`config.mk`:
```
export PLATFORM = sky130hd
export DESIGN_NAME = hil_result_packer
export DESIGN_NICKNAME = d
export VERILOG_FILES = /design/src/rtl/hil_pkg.sv /design/src/rtl/hil_sync_fifo.sv /design/src/rtl/hil_result_packer.sv
export SDC_FILE = /design/constraint.sdc
export NUM_CORES = 1
export LEC_CHECK = 0
export CORE_MARGIN = 4
export CORE_UTILIZATION = 58
export CTS_CLUSTER_SIZE = 12
export DETAILED_ROUTE_END_ITERATION = 6
export PLACE_DENSITY_LB_ADDON = 0.2
export SETUP_SLACK_MARGIN = 0.3
export SLEW_MARGIN = 15
export SYNTH_ARGS = -nofsm -noshare
export SYNTH_HDL_FRONTEND = slang
export SYNTH_SLANG_ARGS = --single-unit
```
`constraint.sdc`:
```
create_clock -name clock -period 2.75 [get_ports clock]
set_input_delay 0.275 -clock clock [delete_from_list [all_inputs] [get_ports clock]]
set_output_delay 0.275 -clock clock [all_outputs]
set_load 0.02 [all_outputs]
```
`src/rtl/hil_pkg.sv`:
```
// Shared types, default parameters and width helper for the HIL result packer.
package hil_pkg;

    typedef enum logic [1:0] {
        IDLE   = 2'd0,
        WARMUP = 2'd1,
        PACK   = 2'd2
    } hil_state_e;

    localparam int HIL_WORD_W     = 8;
    localparam int HIL_LATENCY    = 33;
    localparam int HIL_FIFO_DEPTH = 4;
    localparam int HIL_CNT_W      = 16;

    // Minimum bit width able to index 'value' entries; never below one bit.
    function automatic int hil_clog2(input int value);
        int width;
        width = 1;
        while ((32'sd1 << width) < value) begin
            width = width + 1;
        end
        return width;
    endfunction

endpackage

```
`src/rtl/hil_sync_fifo.sv`:
```
// Small synchronous FIFO without fall-through; empty and full are told apart by an extra pointer bit.
module hil_sync_fifo
    import hil_pkg::*;
#(
    parameter int WORD_W     = HIL_WORD_W,
    parameter int FIFO_DEPTH = HIL_FIFO_DEPTH
) (
    input  logic              clock,
    input  logic              reset,
    input  logic              push,
    input  logic [WORD_W-1:0] push_data,
    input  logic              pop,
    output logic [WORD_W-1:0] head,
    output logic              empty,
    output logic              full
);

    localparam int PTR_W = hil_clog2(FIFO_DEPTH);
    localparam logic [PTR_W:0] PTR_ONE = {{PTR_W{1'b0}}, 1'b1};

    logic [WORD_W-1:0] mem_r [FIFO_DEPTH];
    logic [PTR_W:0]    wr_ptr_r;
    logic [PTR_W:0]    rd_ptr_r;
    logic              wr_en_s;
    logic              rd_en_s;

    // A write into a full FIFO is allowed only when the head leaves in the same cycle.
    always_comb begin
        wr_en_s = push & (~full | pop);
        rd_en_s = pop & ~empty;
    end

    // Storage and pointer registers; storage is cleared so the head reads zero after reset.
    always_ff @(posedge clock or posedge reset) begin
        if (reset) begin
            wr_ptr_r <= '0;
            rd_ptr_r <= '0;
            for (int i = 0; i < FIFO_DEPTH; i++) begin
                mem_r[i] <= '0;
            end
        end else begin
            if (wr_en_s) begin
                mem_r[wr_ptr_r[PTR_W-1:0]] <= push_data;
                wr_ptr_r <= wr_ptr_r + PTR_ONE;
            end
            if (rd_en_s) begin
                rd_ptr_r <= rd_ptr_r + PTR_ONE;
            end
        end
    end

    assign head  = mem_r[rd_ptr_r[PTR_W-1:0]];
    assign empty = (wr_ptr_r == rd_ptr_r);
    assign full  = (wr_ptr_r[PTR_W] != rd_ptr_r[PTR_W]) &&
                   (wr_ptr_r[PTR_W-1:0] == rd_ptr_r[PTR_W-1:0]);

endmodule

```
`src/rtl/hil_result_packer.sv`:
```
// Captures the merged 1-bit result stream, drops the pipeline fill samples and packs the
// remainder LSB-first into words delivered over a valid/ready link.
module hil_result_packer
    import hil_pkg::*;
#(
    parameter int WORD_W     = HIL_WORD_W,
    parameter int LATENCY    = HIL_LATENCY,
    parameter int FIFO_DEPTH = HIL_FIFO_DEPTH,
    parameter int CNT_W      = HIL_CNT_W
) (
    input  logic              clock,
    input  logic              reset,
    input  logic              start,
    input  logic              stop,
    input  logic              enable,
    input  logic              z,
    output logic [WORD_W-1:0] out_data,
    output logic              out_valid,
    input  logic              out_ready,
    output logic              overflow,
    output logic [CNT_W-1:0]  word_count
);

    localparam int IDX_W  = hil_clog2(WORD_W);
    localparam int WARM_W = hil_clog2(LATENCY + 1);
    localparam logic [IDX_W-1:0]  IDX_LAST  = IDX_W'(WORD_W - 1);
    localparam logic [IDX_W-1:0]  IDX_ONE   = {{(IDX_W-1){1'b0}}, 1'b1};
    localparam logic [WARM_W-1:0] WARM_LAST = WARM_W'((LATENCY > 0) ? (LATENCY - 1) : 0);
    localparam logic [WARM_W-1:0] WARM_ONE  = {{(WARM_W-1){1'b0}}, 1'b1};
    localparam logic [CNT_W-1:0]  CNT_ONE   = {{(CNT_W-1){1'b0}}, 1'b1};
    localparam hil_state_e        RUN_STATE = (LATENCY == 0) ? PACK : WARMUP;

    hil_state_e        state_r;
    logic [WARM_W-1:0] warm_cnt_r;
    logic [IDX_W-1:0]  bit_idx_r;
    logic [WORD_W-1:0] shift_r;
    logic              overflow_r;
    logic [CNT_W-1:0]  word_count_r;
    logic [WORD_W-1:0] word_s;
    logic              push_s;
    logic              pop_s;
    logic              empty_s;
    logic              full_s;

    // Current word including this cycle's bit, and the push/pop strobes for the buffer.
    always_comb begin
        word_s            = shift_r;
        word_s[bit_idx_r] = z;
        pop_s             = ~empty_s & out_ready;
        if (!start && !stop && (state_r == PACK) && enable && (bit_idx_r == IDX_LAST)) begin
            push_s = 1'b1;
        end else begin
            push_s = 1'b0;
        end
    end

    // Run control, warm-up counting, bit packing and push bookkeeping.
    always_ff @(posedge clock or posedge reset) begin
        if (reset) begin
            state_r      <= IDLE;
            warm_cnt_r   <= '0;
            bit_idx_r    <= '0;
            shift_r      <= '0;
            overflow_r   <= 1'b0;
            word_count_r <= '0;
        end else if (start) begin
            state_r      <= RUN_STATE;
            warm_cnt_r   <= '0;
            bit_idx_r    <= '0;
            shift_r      <= '0;
            overflow_r   <= 1'b0;
            word_count_r <= '0;
        end else begin
            if (stop && (state_r != IDLE)) begin
                state_r   <= IDLE;
                bit_idx_r <= '0;
                shift_r   <= '0;
            end else begin
                case (state_r)
                    WARMUP: begin
                        if (enable) begin
                            if (warm_cnt_r == WARM_LAST) begin
                                state_r    <= PACK;
                                warm_cnt_r <= '0;
                            end else begin
                                warm_cnt_r <= warm_cnt_r + WARM_ONE;
                            end
                        end
                    end
                    PACK: begin
                        if (enable) begin
                            if (bit_idx_r == IDX_LAST) begin
                                bit_idx_r <= '0;
                                shift_r   <= '0;
                            end else begin
                                bit_idx_r <= bit_idx_r + IDX_ONE;
                                shift_r   <= word_s;
                            end
                        end
                    end
                    default: begin
                        state_r <= IDLE;
                    end
                endcase
            end
            // A push into a full buffer with no pop in the same cycle loses the word.
            if (push_s) begin
                if (full_s && !pop_s) begin
                    overflow_r <= 1'b1;
                end else if (word_count_r != {CNT_W{1'b1}}) begin
                    word_count_r <= word_count_r + CNT_ONE;
                end
            end
        end
    end

    hil_sync_fifo #(
        .WORD_W     (WORD_W),
        .FIFO_DEPTH (FIFO_DEPTH)
    ) u_fifo (
        .clock     (clock),
        .reset     (reset),
        .push      (push_s),
        .push_data (word_s),
        .pop       (pop_s),
        .head      (out_data),
        .empty     (empty_s),
        .full      (full_s)
    );

    assign out_valid  = ~empty_s;
    assign overflow   = overflow_r;
    assign word_count = word_count_r;

endmodule

```
# After elaboration in Yosys (flattened, before gate mapping)
# Cells that the tools add are included.
# totals
reg_bits	74
elab_cells	105
output_inout_bits	26
input_bits	7
# op_classes
n_bitwise	8
n_lt_le_gt_ge	5
addsub	5
n_mux	37
reduce_logical	25
eq_ne	13
# ops
operator	count
$mux W16	4
$mux W8	8
$bwmux W32	1
$mux W6	5
$add A16 B1 Y16 const B	1
$bmux W8 S2	1
$demux W8 S2	1
$ne A16 B16 Y1 const B	1
$mux W3	5
$reduce_bool A2 Y1	6
$add A3 B1 Y3 const B	3
$logic_and A1 B1 Y1	9
$reduce_and A3 Y1	3
$bwmux W8	1
$mux W2	4
$ne A4 B4 Y1 const B	2
$add A6 B1 Y6 const B	1
$eq A6 B6 Y1 const B	1
$ge A3 B3 Y1 const B	2
$not A2 Y3	2
$reduce_bool A3 Y1	2
$mux W1	5
$lt A3 B4 Y1 const B	1
$ne A2 B2 Y1 const B	2
other kinds (16)	22

# Depth between registers and ports, before layout
# Gate-level depths: netlist of run 1.
# depth
ltp_word	10
mapped_depth	7
ltp_nobuf	7

# Cells and area by module
# Synthesis of run 1 repeated with hierarchy kept, for this count alone.
# unflattened
hier_cells	314
hier_area_um2	3911.3
# by_module_without_submodules
module	cells_each	n_inst	area_each_um2
hil_result_packer	202	1	2015.7
hil_sync_fifo	112	1	1895.6

# Worst setup path before layout of run 1
# OpenSTA, ideal clock, no wires.
# synth_timing
path_kind	register to register
startpoint	register u_fifo.rd_ptr_r[1]
endpoint	register word_count_r[15], in the netlist word_count[15]
path_buffers	1
required_ns	2.624
synth_period_minus_slack_ns	2.084
stages_incl_launch_ff	7
path_slack_ns	0.666
arrival_time_ns	1.958
cell_sequence	dfrtp_1 buf_4 xor2_2 nor4_2 nor4_4 a21oi_4 a221o_1
# synth_via
elab_chain_cells	7
# synth_rtl
item	line	rtl
start, declared	hil_sync_fifo.sv:23	logic [PTR_W:0] rd_ptr_r;
start signal, assigned	hil_sync_fifo.sv:47	rd_ptr_r <= rd_ptr_r + PTR_ONE;
$eq A3 B3 Y1	hil_sync_fifo.sv:53	assign empty = (wr_ptr_r == rd_ptr_r);
$not A1 Y1	hil_result_packer.sv:49	pop_s = ~empty_s & out_ready;
$and A1 B1 Y1	hil_result_packer.sv:49	
$logic_not A1 Y1	hil_result_packer.sv:108	if (full_s && !pop_s) begin
$logic_and A1 B1 Y1 (*)	hil_result_packer.sv:108	
$ne A2 B2 Y1 (no line) (*)	--	
$reduce_and A3 Y1 (no line) (*)	--	
end signal, assigned	hil_result_packer.sv:111	word_count_r <= word_count_r + CNT_ONE;
end, declared	hil_result_packer.sv:38	logic [CNT_W-1:0] word_count_r;
# Mark *: on every way between the ends. The rest lies on a longest branch, timed or not.
# A chain may end at the register's enable or synchronous reset.

# Worst setup path in the final report of run 1
# layout_timing
startpoint	register u_fifo.rd_ptr_r[0]
endpoint	output port out_data[0]
# layout_via
elab_chain_cells	4
# layout_rtl
item	line	rtl
$not A2 Y3 (implied by the code)	hil_sync_fifo.sv:52	assign head = mem_r[rd_ptr_r[PTR_W-1:0]];
$bmux W8 S2	hil_sync_fifo.sv:52	
$mux W8 (implied by the code) (2 in series)	hil_sync_fifo.sv:52	
end, declared	hil_result_packer.sv:17	output logic [WORD_W-1:0] out_data,
# No other way between the ends. The select of a mux whose other input is x is not followed.

==> results.yml, run 1 <==
hold_path:
  hold_path.class: "in -> async"
global_routing:
  grt_pass1_vias: 2700
  grt_max_degree: 50
  gr-max-usage-layer: "met2"
  grt_pass1_wl_um: 13200
  gr-usage-all-layers: 0.217
  grt_use_met1: 0.314
  overflow: 0
  use_met2: 0.334
  antenna_found_initial: 0
  grt_use_met3: 0.0313
cts:
  cts_made_buffers: 9
  htree_levels: 3
  clock_sinks: 74
  clk_latency_ns: 0.34
  cts_buffer_depth: 2
  cts_tree: "built"
  clk_pin_slew_ns: 0.08
  clock-root-buffer: "clkbuf_8"
  post-cts-setup-buffers: 0
worst_setup_path:
  r2r_start: "u_fifo.wr_ptr_r[1]"
  crit_fanout: 10
  r2r_end: "word_count[4]"
  r2r_cells: 7
  end_kind: "output port"
  critPathRequiredTime_ns: 2.48
  setup.worst_path.start: "u_fifo.rd_ptr_r[0]"
  critical_path.startpoint_type: "flop"
  cp-endpoint: "out_data[0]"
  crit_type: "reg -> out"
  r2r_setup_slack_ns: 0.45
  cp.arrival_ns: 2.11
timing:
  finalCritPeriodShare: 0.869
  finalSetupViolations: 0
  hold_viol_final: 0
  fin_crit_ns: 2.39
  final_max_slew_viol_count: 0
  slew-limit-headroom: 0.520
  skew_ns: 0.00472
  setup-tns-final_ns: 0
  tightestPinTransition_ns: 0.711
  fmax_ghz: 0.418
  rsz0062_at_grt: "no"
final_layout:
  fin_area_um2: 4490
  layout.nets: 394
  areaGrowthSynthToFinish_pct: 16.8
  seq_area_um2: 1850
  n_antenna_cell: 0
  drive_above_1_share: 0.217
  fillCellCount: 465
  multi_input_area_um2: 1870
power_and_ir_drop:
  power_switching_w: 0.000600
  swShare: 0.258
  clockPowerShare: 0.374
  power.internal_w: 0.00173
  pwr-share-comb: 0.135
  irDropWorstVdd_v: 0.000435
  p_leak_nw: 2.10
  powerDensity_nw_per_um2: 518
  seqPwrFrac: 0.491
logic_synthesis:
  synth_nets: 352
  syn_inst: 335
  synth-seq-cells: 74
  yosysUniqueCellTypes: 53
  synthArstFlopShare: 1.00
  yosys_warnings: 0
  postSynthAreaPerCell_um2: 11.5
  yosysSeqAreaShare: 0.482
  synth_enable_flop_cells: 0
  syn_area_um2: 3840
  synthFlopType: "dfrtp_1"
floorplanning:
  dieArea_um2: 7990
  pin_count: 33
  die_w_um: 89.4
  die_y_um: 89.4
  coreArea_um2: 6390
  rows: 29
  start_util: 0.602
run_status:
  status: "finished, final reports clean"
flow_run:
  cap_violations: 0
detailed_routing:
  firstDrtPassIters: 5
  ant_nets: 0
  dr.first_iter.drc_count: 181
  wl_per_cell_um: 17.1
  postRouteWirelength_um: 7850
  route.detailed.drc: 0
  vias: 2749
  vias_per_cell: 5.99
place:
  placed_area_um2: 4280
  gp_congestion: 0.834
  port_buffers: 32
  post-dp-hpwl_um: 5290
-- routing by layer --
metal | wire length, µm | up-vias | part of all wire
met3 | 288 | 11 | 0.037
met4 | 125 | 0 | 0.016
li1 | - | 1301 | -
met5 | 0 | - | 0
met2 | 3700 | 53 | 0.47
met1 | 3740 | 1384 | 0.48
-- synth_stat cells (all sizes together) (2+ instances only) --
| master | number | area share |
|---|---|---|
| nor2b | 4 | 0.0065 |
| a21oi | 7 | 0.012 |
| xor2 | 2 | 0.0085 |
| nor3 | 10 | 0.013 |
| o211ai | 2 | 0.0039 |
| ha | 10 | 0.033 |
| nor4 | 6 | 0.017 |
| xnor2 | 5 | 0.011 |
| and3 | 4 | 0.0065 |
| dfrtp | 74 | 0.48 |
| inv | 17 | 0.017 |
| a31oi | 6 | 0.0098 |
| nand3b | 2 | 0.0039 |
| nand2 | 34 | 0.041 |
| buf | 6 | 0.011 |
| a221o | 6 | 0.016 |
| mux2i | 2 | 0.0052 |
| mux2 | 43 | 0.13 |
| mux4 | 8 | 0.053 |
| nand3 | 11 | 0.014 |
| o21ai | 26 | 0.034 |
| and2 | 2 | 0.0033 |
| nand4 | 2 | 0.0033 |
| nor3b | 2 | 0.0039 |
| nor2 | 19 | 0.019 |
| clkbuf | 4 | 0.0042 |
| a31o | 2 | 0.0046 |
| nand2b | 2 | 0.0033 |
| or3 | 3 | 0.0049 |
-- how the worst min path moves through the flow --
stage               start             to  slack [ns]  cells after the start
4_1_cts             reset  warm_cnt_r[5]        0.34                      2
3_5_place_dp   shift_r[2]     shift_r[2]        0.47                      2
5_1_grt             reset  warm_cnt_r[5]        0.36                      2
3_3_place_gp   shift_r[2]     shift_r[2]        0.46                      2
6_report            reset  warm_cnt_r[5]        0.32                      2
2_1_floorplan        stop     state_r[1]        0.35                      1
-- worst max-delay path, stage by stage (launching register included) --
cell             delay, ns
dfrtp_1               0.39
buf_4                 0.24
mux4_1                0.58
clkdlybuf4s50_1       0.56
-- power groups by stage --
stage	logic, W	clock network [W]	registers, W
floorplan	0.000246	0	0.00115
global placement	0.000309	0	0.00116
detailed placement	0.000313	0	0.00116
CTS	0.000318	0.000885	0.00114
global route	0.000347	0.000936	0.00114
finish	0.000315	0.000869	0.00114
-- registers in the layout, summed over array words and instances, names as in the netlist --
signal	cells
bit_idx_r	3
u_fifo.mem_r	32
shift_r	8
state_r	2
warm_cnt_r	6
u_fifo.wr_ptr_r	3
overflow	1
word_count	16
u_fifo.rd_ptr_r	3
-- cell type report --
cell class              instances  area share
clock buffers                  12      0.0346
clock inverters                 4      0.0111
inverters                      17      0.0142
multi-input cells             234       0.416
flip-flops and latches         74       0.412
well taps                      77      0.0215
repair buffers                 41      0.0903
-- what timing repair did --
item | CTS | global route
setup endpoints to repair | 0 | 2
gates resized for setup | 0 | 2
hold buffers | 0 | 0
-- cells by family (layout without fill, tap and decap cells) --
group | Yosys count | count (layout) | synth area share
fa+ha+maj | 10 | 10 | 0.0326
flops | 74 | 74 | 0.482
xor+xnor | 7 | 7 | 0.0199
buf+inv | 27 | 74 | 0.0322
simple gates | 109 | 109 | 0.157
mux | 53 | 53 | 0.184
compound gates | 55 | 55 | 0.0922
-- per-stage QoR --
step	setup WS [ns]	instances	hold WS (ns)	total power [W]	util
detailed placement	0.298	443	0.472	0.00148	0.670
finish	0.360	459	0.316	0.00233	0.703
CTS	0.310	459	0.336	0.00234	0.702
global route	0.306	459	0.359	0.00243	0.703
floorplan	0.593	335	0.346	0.00140	-
global placement	0.322	443	0.457	0.00147	0.670
-- layout by cell type (no fill, tap or decap), drive strengths merged, types with 11 or more instances in the layout --
cell type,instances
clkbuf,12
clkdlybuf4s50,30
dfrtp,74
inv,17
mux2,43
nand2,34
nand3,11
nor2,19
o21ai,26
Power figures use the tool's default switching activity.
==> inputs of run 2 (changes only) <==
--- a/config.mk
+++ b/config.mk
@@ -5,8 +5,10 @@
 export SDC_FILE = /design/constraint.sdc
 export NUM_CORES = 1
 export LEC_CHECK = 0
+export CELL_PAD_IN_SITES_DETAIL_PLACEMENT = 1
+export CELL_PAD_IN_SITES_GLOBAL_PLACEMENT = 1
 export CORE_MARGIN = 4
-export CORE_UTILIZATION = 58
+export CORE_UTILIZATION = 47
 export CTS_CLUSTER_SIZE = 12
 export DETAILED_ROUTE_END_ITERATION = 6
 export PLACE_DENSITY_LB_ADDON = 0.2
==> results.yml, run 2 (same netlist as run 1, synthesis figures left out) <==
final_layout:
  final_common_cell: "dfrtp_1"
  largest_register_ff_count: 32
  final_cell_mix: "73 x dfrtp_1, 43 x mux2_2, 30 x nand2_1"
  final_cells: 488
  drive_above_1_share: 0.231
  largest-register: "u_fifo.mem_r"
  layout.nets: 398
  areaGrowthSynthToFinish_pct: 18.8
  n_antenna_cell: 0
timing:
  rsz0062_at_grt: "no"
  hold_viol_final: 0
  setup-tns-final_ns: 0
  final.setup.worst_slack_ns: 0.388
  slew-limit-headroom: 0.490
  finalSetupViolations: 0
  tightestPinTransition_ns: 0.755
  finalCritPeriodShare: 0.859
  final_max_slew_viol_count: 0
  fmax_ghz: 0.423
  fin_crit_ns: 2.36
  skew_ns: 0.0101
floorplanning:
  coreArea_um2: 7850
  dieArea_um2: 9690
  die_w_um: 98.4
  pin_count: 33
  start_util: 0.490
  die_y_um: 98.4
  rows: 32
cts:
  clock-root-buffer: "clkbuf_8"
  clock_sinks: 74
  cts_made_buffers: 9
  cts_tree: "built"
  htree_levels: 3
  clk_latency_ns: 0.35
  clk_pin_slew_ns: 0.08
  post-cts-setup-buffers: 0
  cts_buffer_depth: 2
place:
  post-dp-hpwl_um: 6390
  port_buffers: 32
  place_inst: 472
  gp_congestion: 0.793
  place_ws_ns: 0.251
worst_setup_path:
  cp.arrival_ns: 2.09
  cp_cell_sequence: "buf_6 > mux4_1 > clkdlybuf4s50_1"
  r2r_cells: 7
  crit_family: "buffers and inverters"
  end_kind: "output port"
  r2r_end: "word_count[9]"
  crit_buf_inv: 2
  critPathRequiredTime_ns: 2.48
  crit_fanout: 10
  r2r_start: "bit_idx_r[1]"
  r2r_setup_slack_ns: 0.42
  crit_type: "reg -> out"
  critical_path.startpoint_type: "flop"
  cp_slowest_cell: "mux4_1"
  critical_path.max_stage_delay_ns: 0.57
global_routing:
  grt_max_degree: 44
  grt_pass1_vias: 3127
  overflow: 0
  gr-usage-all-layers: 0.202
  grt_pass1_wl_um: 15700
  antenna_found_initial: 0
flow_run:
  cap_violations: 0
power_and_ir_drop:
  p_leak_nw: 2.12
  powerDensity_nw_per_um2: 535
  irDropWorstVdd_v: 0.000577
detailed_routing:
  vias: 2828
  ant_nets: 0
  postRouteWirelength_um: 9080
  route.detailed.drc: 0
  vias_per_cell: 5.80
  dr.first_iter.drc_count: 83
  wl_per_cell_um: 18.6
  firstDrtPassIters: 4
run_status:
  status: "finished, final reports clean"
hold_path:
  hold_path.class: "in -> async"
==> run 2: cell types whose count changed in the layout (fill, tap and decap cells not counted), sizes merged <==
cell / previous run / this run
buf: 9 / 13
clkbuf: 12 / 9
clkinv: 1 / 3
dlymetal6s2s: 2 / 0
clkdlybuf4s50: 30 / 28
dlygate4sd2: 0 / 4
clkinvlp: 2 / 0
inv: 17 / 19
bufinv: 1 / 2
==> run 2: metrics by stage <==
| stage | hold WS (ns) | area, µm² | power, W | util |
|---|---|---|---|---|
| after floorplan | 0.346 | 3840 | 0.00140 | - |
| after global placement | 0.456 | 4340 | 0.00148 | 0.553 |
| after detailed placement | 0.473 | 4340 | 0.00151 | 0.553 |
| after CTS | 0.318 | 4560 | 0.00247 | 0.581 |
| after global routing | 0.358 | 4560 | 0.00255 | 0.582 |
| final | 0.301 | 4560 | 0.00244 | 0.582 |
==> run 2: area by class of cell <==
| type | instances | area (µm²) |
|---|---|---|
| tap | 102 | 128 |
| timing repair buffer | 45 | 429 |
| clock inverter | 7 | 100 |
| clock buffer | 9 | 124 |
| fill | 857 | 3280 |
| sequential | 74 | 1850 |
| inverter | 17 | 63.8 |
| multi-input combinational | 234 | 1870 |
==> run 2: worst reg2reg max path: stages, from the launching register on <==
cell,delay [ns]
dfrtp_1,0.52
ha_1,0.21
ha_1,0.16
nand2_1,0.12
or4_1,0.47
buf_4,0.22
o21ai_1,0.33
a31oi_1,0.17
==> run 2: worst max path at each step <==
stage | start | endpoint | slack, ns | cells after the start
2_1_floorplan | reset | bit_idx_r[0] | 0.59 | 1
3_3_place_gp | enable | word_count[12] | 0.31 | 7
3_5_place_dp | enable | word_count[2] | 0.25 | 7
4_1_cts | u_fifo.rd_ptr_r[0] | out_data[2] | 0.32 | 3
5_1_grt | bit_idx_r[1] | word_count[9] | 0.31 | 7
6_report | u_fifo.rd_ptr_r[0] | out_data[2] | 0.39 | 3
==> run 2: timing repair <==
action | CTS | global route
cloned | 0 | 0
hold buffers | 0 | 0
gates resized for setup | 4 | 2
setup endpoints to repair | 4 | 5
pin swaps | 0 | 0
==> run 2: report_power, final <==
part / leakage, nW / total (W) / switching, W / internal [W]
logic: 0.995 / 0.000340 / 0.000186 / 0.000154
clock network: 0.114 / 0.000957 / 0.000438 / 0.000519
registers: 1.01 / 0.00114 / 0.0000289 / 0.00112
==> run 2: layer usage <==
layer / vias to the layer above / global-route usage / part of all wire
li1: 1316 / - / -
met1: 1470 / 0.274 / 0.45
met2: 34 / 0.329 / 0.51
met3: 8 / 0.0432 / 0.029
met4: 0 / 0.0620 / 0.011
met5: - / 0 / 0
